## config.mk

```make
export PLATFORM = sky130hd
export DESIGN_NAME = dice_roll_capture_flat
export DESIGN_NICKNAME = d
export VERILOG_FILES = /design/src/rtl/dice_roll_capture_pkg.sv /design/src/rtl/dice_roll_capture_if.sv /design/src/rtl/dice_roll_capture_btn_sync.sv /design/src/rtl/dice_roll_capture.sv /design/src/flat_wrapper.sv
export SDC_FILE = /design/constraint.sdc
export NUM_CORES = 1
export LEC_CHECK = 0
export ABC_AREA = 0
export BUFFER_PORTS_ARGS = -buffer_cell sky130_fd_sc_hd__clkbuf_2
export CAP_MARGIN = 10
export CORE_ASPECT_RATIO = 1.2
export CORE_MARGIN = 8
export CORE_UTILIZATION = 49
export CTS_BUF_LIST = sky130_fd_sc_hd__clkbuf_4
export DETAILED_ROUTE_END_ITERATION = 8
export PLACE_DENSITY_LB_ADDON = 0.08
export REMOVE_ABC_BUFFERS = 1
export SKIP_CTS_REPAIR_TIMING = 1
export SYNTH_ARGS = -nofsm -noshare
export SYNTH_HDL_FRONTEND = slang
export SYNTH_HIERARCHICAL = 1
export SYNTH_SLANG_ARGS = --single-unit
```

## constraint.sdc

```tcl
create_clock -name clk -period 4 [get_ports clk]
set_input_delay 0.6 -clock clk [delete_from_list [all_inputs] [get_ports clk]]
set_output_delay 0.6 -clock clk [all_outputs]
set_load 0.02 [all_outputs]
```

## src/rtl/dice_roll_capture_pkg.sv

```systemverilog
// Shared types and constants for the dice-roll capture block.
package dice_roll_capture_pkg;

  typedef enum logic [1:0] {
    IDLE    = 2'd0,
    ROLL    = 2'd1,
    SETTLE  = 2'd2,
    CAPTURE = 2'd3
  } state_t;

  localparam logic [2:0] FACE_MIN = 3'd1;
  localparam logic [2:0] FACE_MAX = 3'd6;

  function automatic logic face_err(input logic [2:0] v);
    return (v < FACE_MIN) || (v > FACE_MAX);
  endfunction

endpackage

```

## src/rtl/dice_roll_capture_if.sv

```systemverilog
// Valid/ready result slot carrying the captured face and its error flag.
interface dice_roll_capture_if;
  logic       res_valid;
  logic       res_ready;
  logic [2:0] res_value;
  logic       res_err;

  modport master (output res_valid, output res_value, output res_err, input res_ready);
  modport slave  (input res_valid, input res_value, input res_err, output res_ready);
endinterface

```

## src/rtl/dice_roll_capture_btn_sync.sv

```systemverilog
// Multi-stage synchroniser for the asynchronous roll button level.
module dice_roll_capture_btn_sync #(
  parameter int SYNC_STAGES = 2
) (
  input  logic clk,
  input  logic reset_n,
  input  logic i_async,
  output logic o_sync
);

  logic [SYNC_STAGES-1:0] r_sync;

  always_ff @(posedge clk or negedge reset_n) begin
    if (!reset_n) r_sync <= '0;
    else          r_sync <= {r_sync[SYNC_STAGES-2:0], i_async};
  end

  assign o_sync = r_sync[SYNC_STAGES-1];

endmodule

```

## src/rtl/dice_roll_capture.sv

```systemverilog
// Drives the dice counter enable, captures the settled face into a valid/ready slot,
// and keeps saturating roll statistics.
module dice_roll_capture
  import dice_roll_capture_pkg::*;
#(
  parameter int SYNC_STAGES   = 2,
  parameter int SETTLE_CYCLES = 4,
  parameter int CNT_W         = 8,
  parameter int SUM_W         = 12
) (
  input  logic                 clk,
  input  logic                 reset_n,
  input  logic                 i_roll_btn,
  input  logic [2:0]           i_num_in,
  output logic                 o_cnt_en,
  dice_roll_capture_if.master  res_if,
  output logic                 o_overflow,
  input  logic                 i_clr_stats,
  output logic [CNT_W-1:0]     o_roll_count,
  output logic [SUM_W-1:0]     o_roll_sum
);

  localparam int SET_W = (SETTLE_CYCLES > 1) ? $clog2(SETTLE_CYCLES) : 1;
  localparam logic [SET_W-1:0] SETTLE_LOAD = SET_W'(SETTLE_CYCLES - 1);

  function automatic logic [CNT_W-1:0] sat_inc(input logic [CNT_W-1:0] a);
    return (&a) ? a : a + CNT_W'(1);
  endfunction

  function automatic logic [SUM_W-1:0] sat_add(input logic [SUM_W-1:0] a, input logic [2:0] b);
    logic [SUM_W:0] s;
    s = {1'b0, a} + (SUM_W+1)'(b);
    return s[SUM_W] ? '1 : s[SUM_W-1:0];
  endfunction

  state_t             r_state, w_state_nxt;
  logic [SET_W-1:0]   r_settle;
  logic               w_btn_s;
  logic               r_valid, r_err, r_ovf;
  logic [2:0]         r_value;
  logic [CNT_W-1:0]   r_cnt, w_cnt_base;
  logic [SUM_W-1:0]   r_sum, w_sum_base;
  logic               w_capture, w_load, w_drop, w_err;

  dice_roll_capture_btn_sync #(.SYNC_STAGES(SYNC_STAGES)) u_sync (
    .clk     (clk),
    .reset_n (reset_n),
    .i_async (i_roll_btn),
    .o_sync  (w_btn_s)
  );

  always_ff @(posedge clk or negedge reset_n) begin
    if (!reset_n) r_state <= IDLE;
    else          r_state <= w_state_nxt;
  end

  always_comb begin
    w_state_nxt = r_state;
    case (r_state)
      IDLE:    if (w_btn_s)  w_state_nxt = ROLL;
      ROLL:    if (!w_btn_s) w_state_nxt = SETTLE;
      SETTLE:  if (r_settle == '0) w_state_nxt = CAPTURE;
      CAPTURE: w_state_nxt = IDLE;
      default: w_state_nxt = IDLE;
    endcase
  end

  // Settle counter: loaded on release, counts down to zero while the counter output settles.
  always_ff @(posedge clk or negedge reset_n) begin
    if (!reset_n)                                 r_settle <= '0;
    else if (r_state == ROLL && !w_btn_s)         r_settle <= SETTLE_LOAD;
    else if (r_state == SETTLE && r_settle != '0) r_settle <= r_settle - SET_W'(1);
  end

  assign w_capture  = (r_state == CAPTURE);
  assign w_load     = w_capture && (!r_valid || res_if.res_ready);
  assign w_drop     = w_capture && r_valid && !res_if.res_ready;
  assign w_err      = face_err(i_num_in);
  assign w_cnt_base = i_clr_stats ? '0 : r_cnt;
  assign w_sum_base = i_clr_stats ? '0 : r_sum;

  always_ff @(posedge clk or negedge reset_n) begin
    if (!reset_n) begin
      r_valid <= 1'b0;
      r_value <= '0;
      r_err   <= 1'b0;
    end else if (w_load) begin
      r_valid <= 1'b1;
      r_value <= i_num_in;
      r_err   <= w_err;
    end else if (res_if.res_ready) begin
      r_valid <= 1'b0;
    end
  end

  // Clear applies before this cycle's capture so a coinciding roll is still counted.
  always_ff @(posedge clk or negedge reset_n) begin
    if (!reset_n) begin
      r_cnt <= '0;
      r_sum <= '0;
      r_ovf <= 1'b0;
    end else begin
      r_ovf <= (i_clr_stats ? 1'b0 : r_ovf) | w_drop;
      if (w_load && !w_err) begin
        r_cnt <= sat_inc(w_cnt_base);
        r_sum <= sat_add(w_sum_base, i_num_in);
      end else begin
        r_cnt <= w_cnt_base;
        r_sum <= w_sum_base;
      end
    end
  end

  assign o_cnt_en         = (r_state == ROLL);
  assign res_if.res_valid = r_valid;
  assign res_if.res_value = r_value;
  assign res_if.res_err   = r_err;
  assign o_overflow       = r_ovf;
  assign o_roll_count     = r_cnt;
  assign o_roll_sum       = r_sum;

endmodule

```

## src/flat_wrapper.sv

```systemverilog
// flat-port wrapper written by rule: the top's interface ports become plain ports
module dice_roll_capture_flat import dice_roll_capture_pkg::*;
#(
  parameter int SYNC_STAGES   = 2,
  parameter int SETTLE_CYCLES = 4,
  parameter int CNT_W         = 8,
  parameter int SUM_W         = 12
)
  (clk, reset_n, i_roll_btn, i_num_in, o_cnt_en, o_overflow, i_clr_stats, o_roll_count, o_roll_sum, res_if_res_valid, res_if_res_value, res_if_res_err, res_if_res_ready);
  dice_roll_capture_if res_if_i ();
  input  logic clk;
  input  logic reset_n;
  input  logic i_roll_btn;
  input  logic [2:0] i_num_in;
  output logic o_cnt_en;
  output logic o_overflow;
  input  logic i_clr_stats;
  output logic [CNT_W-1:0] o_roll_count;
  output logic [SUM_W-1:0] o_roll_sum;
  output wire logic [$bits(res_if_i.res_valid)-1:0] res_if_res_valid;
  output wire logic [$bits(res_if_i.res_value)-1:0] res_if_res_value;
  output wire logic [$bits(res_if_i.res_err)-1:0] res_if_res_err;
  input wire logic [$bits(res_if_i.res_ready)-1:0] res_if_res_ready;
  assign res_if_res_valid = res_if_i.res_valid;
  assign res_if_res_value = res_if_i.res_value;
  assign res_if_res_err = res_if_i.res_err;
  assign res_if_i.res_ready = res_if_res_ready;
  dice_roll_capture #(.SYNC_STAGES(SYNC_STAGES), .SETTLE_CYCLES(SETTLE_CYCLES), .CNT_W(CNT_W), .SUM_W(SUM_W)) u_core (.clk(clk), .reset_n(reset_n), .i_roll_btn(i_roll_btn), .i_num_in(i_num_in), .o_cnt_en(o_cnt_en), .res_if(res_if_i), .o_overflow(o_overflow), .i_clr_stats(i_clr_stats), .o_roll_count(o_roll_count), .o_roll_sum(o_roll_sum));
endmodule
```

==> impl.org, run 1 <==
** Status
- Outcome :: finished clean

** Yosys
- Area share of fa/ha/maj cells after synthesis :: 0.07738
- Flip-flop and latch count after synthesis :: 32
- Post-synthesis compound-gate area fraction :: 0.1221
- The portion of synthesized area spent on multiplexers is 0.06338.
- Warnings from Yosys :: 6
- Of the total synthesized cell area, the portion taken by XOR and XNOR cells is 0.01868.
- Among all flip-flop cells after synthesis, the most frequent one is dfrtp_1.
- Synthesis handed over a netlist of 188 instances.
- Synth async-reset ratio :: 1.000
- Number of enable-type register cells in the synthesized netlist :: 0
- The largest total area in the synthesized netlist belongs to dfrtp_1.
- Post-synthesis area per instance :: 9.976 µm²
- Basic-gate share of the synthesized area counting and, or, nand and nor cells :: 0.2502
- Of the post-synthesis cell area, the dominant cell type holds 0.4270.
- The synthesized netlist occupies a cell area of 0.001876 mm².
- After synthesis, the netlist uses 50 different library cells.
- Share of synthesized area occupied by flip-flops and latches :: 0.4270
- Synth top area cells :: dfrtp_1, ha_1, nor2b_1
- By area, the combinational part of the netlist is dominated by simple AND/OR/NAND/NOR gates.

** Finish
- The library cells used most frequently in the layout, excluding fill and tap cells, are clkbuf_2, dfrtp_1, nand2_1.
- Compared with the post-synthesis result, the final layout area differs by 13.14%.
- ANT cells :: 0
- Fraction of layout cells with a size suffix above 1 :: 0.2321
- Most common cell after layout, fill and taps aside :: clkbuf_2
- The finished layout holds 276 standard cells, fillers aside.
- Storage element area :: 800.8 µm²
- Count of nets after finishing :: 242
- Layout filler cell count :: 361
- The multi-input combinational cells in the finished layout cover a total of 997.2 µm².

** Global routing
- Wire length of the first global-routing pass :: 7.541 mm
- GR Overflow Total :: 0
- Across every metal layer, demand over resource in global routing totals 0.1550.
- After global routing, the most crowded layer is met2.
- Global routing usage on met3 :: 0.04928
- The number of antenna violations at the first check in global routing was 0.
- Met2 Track Usage GR :: 0.2560
- Entering global routing, the biggest net connects 33 pins.
- Via count of the first global-routing pass :: 1604
- Grt met1 use :: 0.1773

** Worst setup path
- CP Cell Sequence :: clkbuf_2 -> buf_4 -> nor2b_1 -> ha_1 -> and3_1 -> and4_1 -> or4_1 -> a21oi_1
- The worst setup path is captured at a flop.
- Cell with the biggest individual delay on the critical path :: or4_1
- For the worst setup path, the data required time is 4260 ps.
- CP Max Fanout :: 25
- The cell family contributing the most delay on the critical path is simple AND/OR/NAND/NOR gates.
- The number of buffers and inverters on the critical path is 2.
- The setup check on the worst reg-to-reg path leaves a slack of 1930 ps.
- Classification of the worst setup path :: primary input to flop
- Slowest cell delay on critical path :: 470 ps
- For the worst setup path, the data arrival time is 2470 ps.
- STA classifies the critical path startpoint as a primary input.

** Power and ir drop
- VDD sags by at most 0.2194 mV.
- Summed over all nets, the switching power comes to 0.4312 mW.
- The share of total power dissipated in sequential elements is 0.411.
- Part of the total power dissipated in the clock network :: 0.164
- Of the total power, the share spent switching nets is 0.4104.
- Cell leakage power :: 1.048 nW
- P_int :: 0.6195 mW
- In this run the power density over the cells is 495.1 mW/mm².
- The share of total power dissipated in combinational logic is 0.424.

** Route
- Total number of vias :: 1537
- The first detailed-routing pass took 4 iterations.
- Once detail routing completed, the nets flagged for antenna violations numbered 0.
- After detailed routing, the average wire length per cell comes to 16.13 µm.
- Number of DRC violations after detailed routing :: 0
- Wires add up to 4.451 mm.
- Dividing the detail-routed via count by the number of cells gives 5.569.
- After the first detailed-routing iteration, the DRC count stood at 95.

** STA
- Setup repair after global routing left no endpoint under its margin.
- Dividing the final minimum period by the clock period gives 0.5516.
- The final max-slew violation count was 0.
- Tightest Pin Transition :: 793.9 ps
- Shortest period the worst path allows :: 2207 ps
- Setup violations remaining at the end of the flow were counted as 0.
- Worst max-slew margin expressed relative to the limit :: 0.4708
- Setup slack on the critical path of the routed design comes to 1793 ps.
- Summed over all failing endpoints, the final setup total negative slack is 0 ps.
- Peak clock frequency supported by timing :: 0.4532 GHz
- Final Hold Viols :: 0
- Final setup skew :: 6.704 ps

** CTS
- Clock root buffer :: clkbuf_4
- After clock tree synthesis, the clock-pin slew on the worst setup and hold paths is 100 ps.
- Number of H-tree branching levels :: 2
- TritonCTS sink count :: 32
- TritonCTS built the clock tree.
- Buffers inserted during clock tree synthesis total 5.
- The clock reaches the later pin of the worst-skew pair after 330 ps.
- In this run the deepest clock path goes through 2 buffers.

** Min path
- The worst hold path belongs to the class primary input to asynchronous set/reset pin.

** Floorplanning
- Die width :: 72.48 µm
- Area of the placeable core :: 0.003664 mm²
- Initial Util :: 0.5120
- Total die area :: 0.006071 mm²
- I/O pin cnt :: 35
- In this run the vertical extent of the chip is 83.77 µm.
- The floorplan has 24 rows.

** Placed design
- Final weighted congestion of routability-driven global placement :: 0.8586
- In this run the tool buffered the top-level ports with 34 buffer cells.
- OpenSTA, run right after detailed placement, puts the worst setup slack at 1480 ps.
- After legalization and detailed placement, the total HPWL measured 3.235 mm.
- Count of placed standard cells including taps :: 268

** Flow run
- Max Cap Violations :: 0
per-stage QoR:
stage,utilization,instance area (µm²),power (mW),hold WS [ps]
CTS,0.5792,2122,1.065,359.9
global route,0.5792,2122,1.136,355.9
finish,0.5792,2122,1.051,332.5
floorplan,-,1828,0.7394,304.4
global placement,0.5652,2071,0.8593,333.7
detailed placement,0.5652,2071,0.8859,356.8
power groups by stage:
| stage | sequential [mW] | clock, mW | combinational, mW |
|---|---|---|---|
| 2_1_floorplan | 0.488 | 0 | 0.252 |
| 5_1_grt | 0.443 | 0.195 | 0.498 |
| 3_5_place_dp | 0.441 | 0 | 0.445 |
| 6_report | 0.432 | 0.173 | 0.446 |
| 3_3_place_gp | 0.436 | 0 | 0.424 |
| 4_1_cts | 0.433 | 0.182 | 0.450 |
flip-flops by register name, summed over array words and instances, names as in the netlist, 2 cells and up:
register,cells
u_core/o_roll_sum,12
u_core/u_sync/r_sync,2
u_core/r_settle,2
u_core/o_roll_count,8
u_core/r_state,2
u_core/res_if.res_value,3
cell families after synthesis:
family                   after synthesis
AO/OA/AOI/OAI                         32
buffers and inverters                 15
flip-flops                            32
multiplexers                          11
AND/OR/NAND/NOR                       83
XOR/XNOR                               4
adder cells (fa/ha/maj)               11
cell usage after synthesis (2+ instances only):
| master | count |
|---|---|
| mux2_2 | 4 |
| a41oi_2 | 2 |
| nor3_1 | 3 |
| a21oi_1 | 10 |
| mux2_1 | 3 |
| or3_1 | 2 |
| nand4_1 | 5 |
| ha_1 | 10 |
| nor4_1 | 2 |
| xor2_1 | 2 |
| nand2b_1 | 6 |
| o21ai_0 | 4 |
| xnor2_1 | 2 |
| dfrtp_1 | 32 |
| nand3_1 | 12 |
| inv_1 | 8 |
| nand2_1 | 16 |
| mux2i_1 | 4 |
| nor2_1 | 8 |
| o211ai_1 | 2 |
| buf_2 | 2 |
| and4_1 | 2 |
| o31ai_1 | 2 |
| buf_6 | 2 |
| and2_1 | 2 |
| a31oi_1 | 2 |
| and3_1 | 4 |
| nor2b_1 | 13 |
worst register-to-register path: stages (launching register included):
cell	delay, ps
dfrtp_1	380
nor2b_1	150
ha_1	210
fa_1	420
a21o_1	320
nand4_1	330
o211ai_1	130
final timing paths:
path	start	to	depth (start not counted)
max	i_clr_stats	u_core/o_roll_count[3]	8
min	reset_n	u_core/o_roll_count[2]	1
max in group asynchronous	reset_n	u_core/o_roll_sum[0]	1
min reg2reg	u_core/u_sync/r_sync[0]	u_core/u_sync/r_sync[1]	0
min in group clk	u_core/u_sync/r_sync[0]	u_core/u_sync/r_sync[1]	0
max reg2reg	u_core/o_roll_sum[0]	u_core/o_roll_sum[9]	6
per-layer routing:
layer	part of all wire	vias up
li1	-	747
met1	0.44	736
met2	0.51	46
met3	0.042	8
met4	0.015	0
met5	0	-
cell type report:
cell class / instances / share of cell area
tap: 52 / 0.03066
clock buffer: 5 / 0.01769
multi-input combinational: 141 / 0.4699
sequential: 32 / 0.3774
clock inverter: 3 / 0.006486
inverter: 8 / 0.01415
timing repair buffer: 35 / 0.08373
No activity file was read; power rests on OpenSTA's default activity.
==> run 2, diff against run 1 <==
==> constraint.sdc (replaced) <==
create_clock -name clk -period 2 [get_ports clk]
set_input_delay 0.3 -clock clk [delete_from_list [all_inputs] [get_ports clk]]
set_output_delay 0.3 -clock clk [all_outputs]
set_load 0.02 [all_outputs]
==> run 2 against run 1 <==
Critical path depth decreased by 2. Clock skew about the same. Sequential power increased by 100%. Via count increased by 2.8%. Count of clock-buffer cells in the layout unchanged. Critical endpoint unchanged.
==> impl.org, run 2 (synthesis results as in run 1) <==
** Status
- Outcome :: finished clean (unchanged)

** Floorplanning
- The die width came to 72.48 µm (unchanged).
- The starting density of the core is 0.5120 (unchanged).
- The area of the die came to 0.006071 mm² (unchanged).
- The die span in y is 83.77 µm (unchanged).
- I/O pin cnt :: 35 (unchanged)
- Number of rows created at floorplan :: 24 (unchanged)
- The standard cell core area came to 0.003664 mm² (unchanged).

** Route
- Total number of vias :: 1580 (was 1537)
- The mean number of vias per cell is 5.524 (was 5.569).
- Routed Wire Length :: 4.624 mm (was 4.451 mm)
- Average wire length per cell after detail routing :: 16.17 µm (was 16.13 µm)
- The number of detailed-route iterations in the first pass is 4 (unchanged).
- The violation count after the first detailed-routing iteration was 63 (was 95).
- The residual DRC count was 0 (unchanged).
- Antenna-violating nets left :: 0 (unchanged)

** Worst setup path
- Element type at the critical path start :: flop (was primary input)
- Critical path capture point type :: flop (unchanged)
- Critical path data arrival time :: 2170 ps (was 2470 ps)
- The biggest fanout along the worst timing path was 4 (was 25).
- The start-to-end type of the worst setup path is flop to flop (was primary input to flop).
- Required time of the critical path :: 2260 ps (was 4260 ps)

** Placed design
- Final weighted congestion of routability-driven global placement :: 0.8552 (was 0.8586)
- The post-place instance area is 0.002153 mm² (was 0.002071 mm²).
- Count of input and output buffers :: 34 (unchanged)
- The total half-perimeter wirelength after legalization and detailed placement is 3.559 mm (was 3.235 mm).

** STA
- Shortest period the worst path allows :: 1908 ps
- RSZ-0062 raised after global routing :: no (unchanged)
- The clock skew after layout came to 7.028 ps (was 6.704 ps).
- Worst max-slew margin expressed relative to the limit :: 0.4800 (was 0.4708)
- The setup-violating endpoint count in the final report was 0 (unchanged).
- The final max-slew violation count was 0 (unchanged).
- Share of the clock period used by the worst path :: 0.9540
- The final number of hold-violating endpoints was 0 (unchanged).
- Peak clock frequency supported by timing :: 0.5241 GHz
- The post-route worst hold slack is 28.93 ps (was 332.5 ps).
- Tightest Pin Transition :: 780.0 ps (was 793.9 ps)

** Finish
- The most common cell after layout, fill and taps aside was clkbuf_2 (unchanged).
- Most frequent cells in the layout :: clkbuf_2, dfrtp_1, nand2_1 (unchanged)
- The flip-flop count of the largest register after layout was 12 (unchanged).
- Fraction of layout cells with a size suffix above 1 :: 0.2778 (was 0.2321)
- Area growth, synth to finish :: 18.08% (was 13.14%)
- Final instance area :: 0.002215 mm² (was 0.002122 mm²)
- The diode insertion count for antenna repair was 0 (unchanged).
- Count of nets after finishing :: 255 (was 242)

** Global routing
- The pin count of the biggest net entering global routing is 33 (unchanged).
- Via count of the first global-routing pass :: 1699 (was 1604)
- Antenna violations before repair :: 0 (unchanged)
- Wire length of the first global-routing pass :: 7.845 mm (was 7.541 mm)
- GR Overflow Total :: 0 (unchanged)
- GRT Resource Usage Total :: 0.1622 (was 0.1550)

** CTS
- Number of H-tree branching levels :: 2 (unchanged)
- Clock root buffer :: clkbuf_4 (unchanged)
- Number of buffers between clock root and the deepest sink :: 2 (unchanged)
- Clock insertion delay at the later pin of the skew report :: 330 ps (about the same)
- TritonCTS clock tree :: built (unchanged)
- TritonCTS sink count :: 32 (unchanged)
- CTS Buf Count :: 5 (unchanged)
- Clock-pin slew of the registers on the worst-case setup and hold paths :: 90 ps (was 100 ps)

** Flow run
- The max-cap check violation count is 0 (unchanged).

** Min path
- The path class of the lowest-slack min-delay path is primary input to asynchronous set/reset pin (unchanged).

** Power and ir drop
- The power density over the cells came to 957.9 mW/mm² (was 495.1 mW/mm²).
- Cell leakage power :: 1.101 nW (was 1.048 nW)
- Worst supply voltage drop on vdd :: 0.5188 mV (was 0.2194 mV)
[run 2: cell types whose count changed in the layout (fill, tap and decap cells not counted), sizes merged]
cell / change
buf: +13
clkinv: -3
[run 2: critical path, cell delays in order, from the launching register on]
cell and delay (ps):
dfrtp_1 420, nor2b_1 170, ha_1 220, and3_1 200, and4_1 230, or4_1 470
a21oi_1 140
[run 2: metal layers]
layer  share of wire  wire, µm  GRT usage
met1            0.41      1881     0.1784
met2            0.53      2450     0.2798
met3           0.039       182    0.04567
met4           0.024       110    0.06934
met5               0         0          0
[run 2: path summary, 6_finish.rpt]
kind                                          from                      end  slack, ps  cells after the start
setup / recovery            u_core/o_roll_count[0]   u_core/o_roll_count[3]         90                      6
hold / removal                             reset_n       u_core/r_settle[1]         30                      1
setup reg to reg            u_core/o_roll_count[0]   u_core/o_roll_count[3]         90                      6
hold reg to reg            u_core/u_sync/r_sync[0]  u_core/u_sync/r_sync[1]        360                      0
max in group asynchronous                  reset_n  u_core/u_sync/r_sync[1]       1460                      1
min in group clk                        i_roll_btn  u_core/u_sync/r_sync[0]         80                      1
[run 2: area by class of cell]
class	count	area [µm²]
Timing Repair Buffer	48	275.3
Fill cell	353	1449
Tap cell	52	65.06
Multi-Input combinational cell	141	1006
Inverter	8	30.03
Sequential cell	32	800.8
Clock buffer	5	37.54
[run 2: stage by stage]
step	setup TNS, ps	util	total power [mW]	cells	setup slack, ps
2_1_floorplan	0	-	1.479	181	30.02
3_3_place_gp	0	0.5878	1.765	279	42.15
3_5_place_dp	-72.22	0.5878	1.821	279	-72.22
4_1_cts	0	0.5980	2.149	284	37.95
5_1_grt	0	0.6045	2.285	286	17.34
6_report	0	0.6045	2.121	286	92.10
[run 2: power by group]
part / switching (mW) / total [mW] / internal (mW)
logic: 0.569 / 0.940 / 0.372
registers: 0.0802 / 0.864 / 0.784
clock network: 0.200 / 0.317 / 0.117
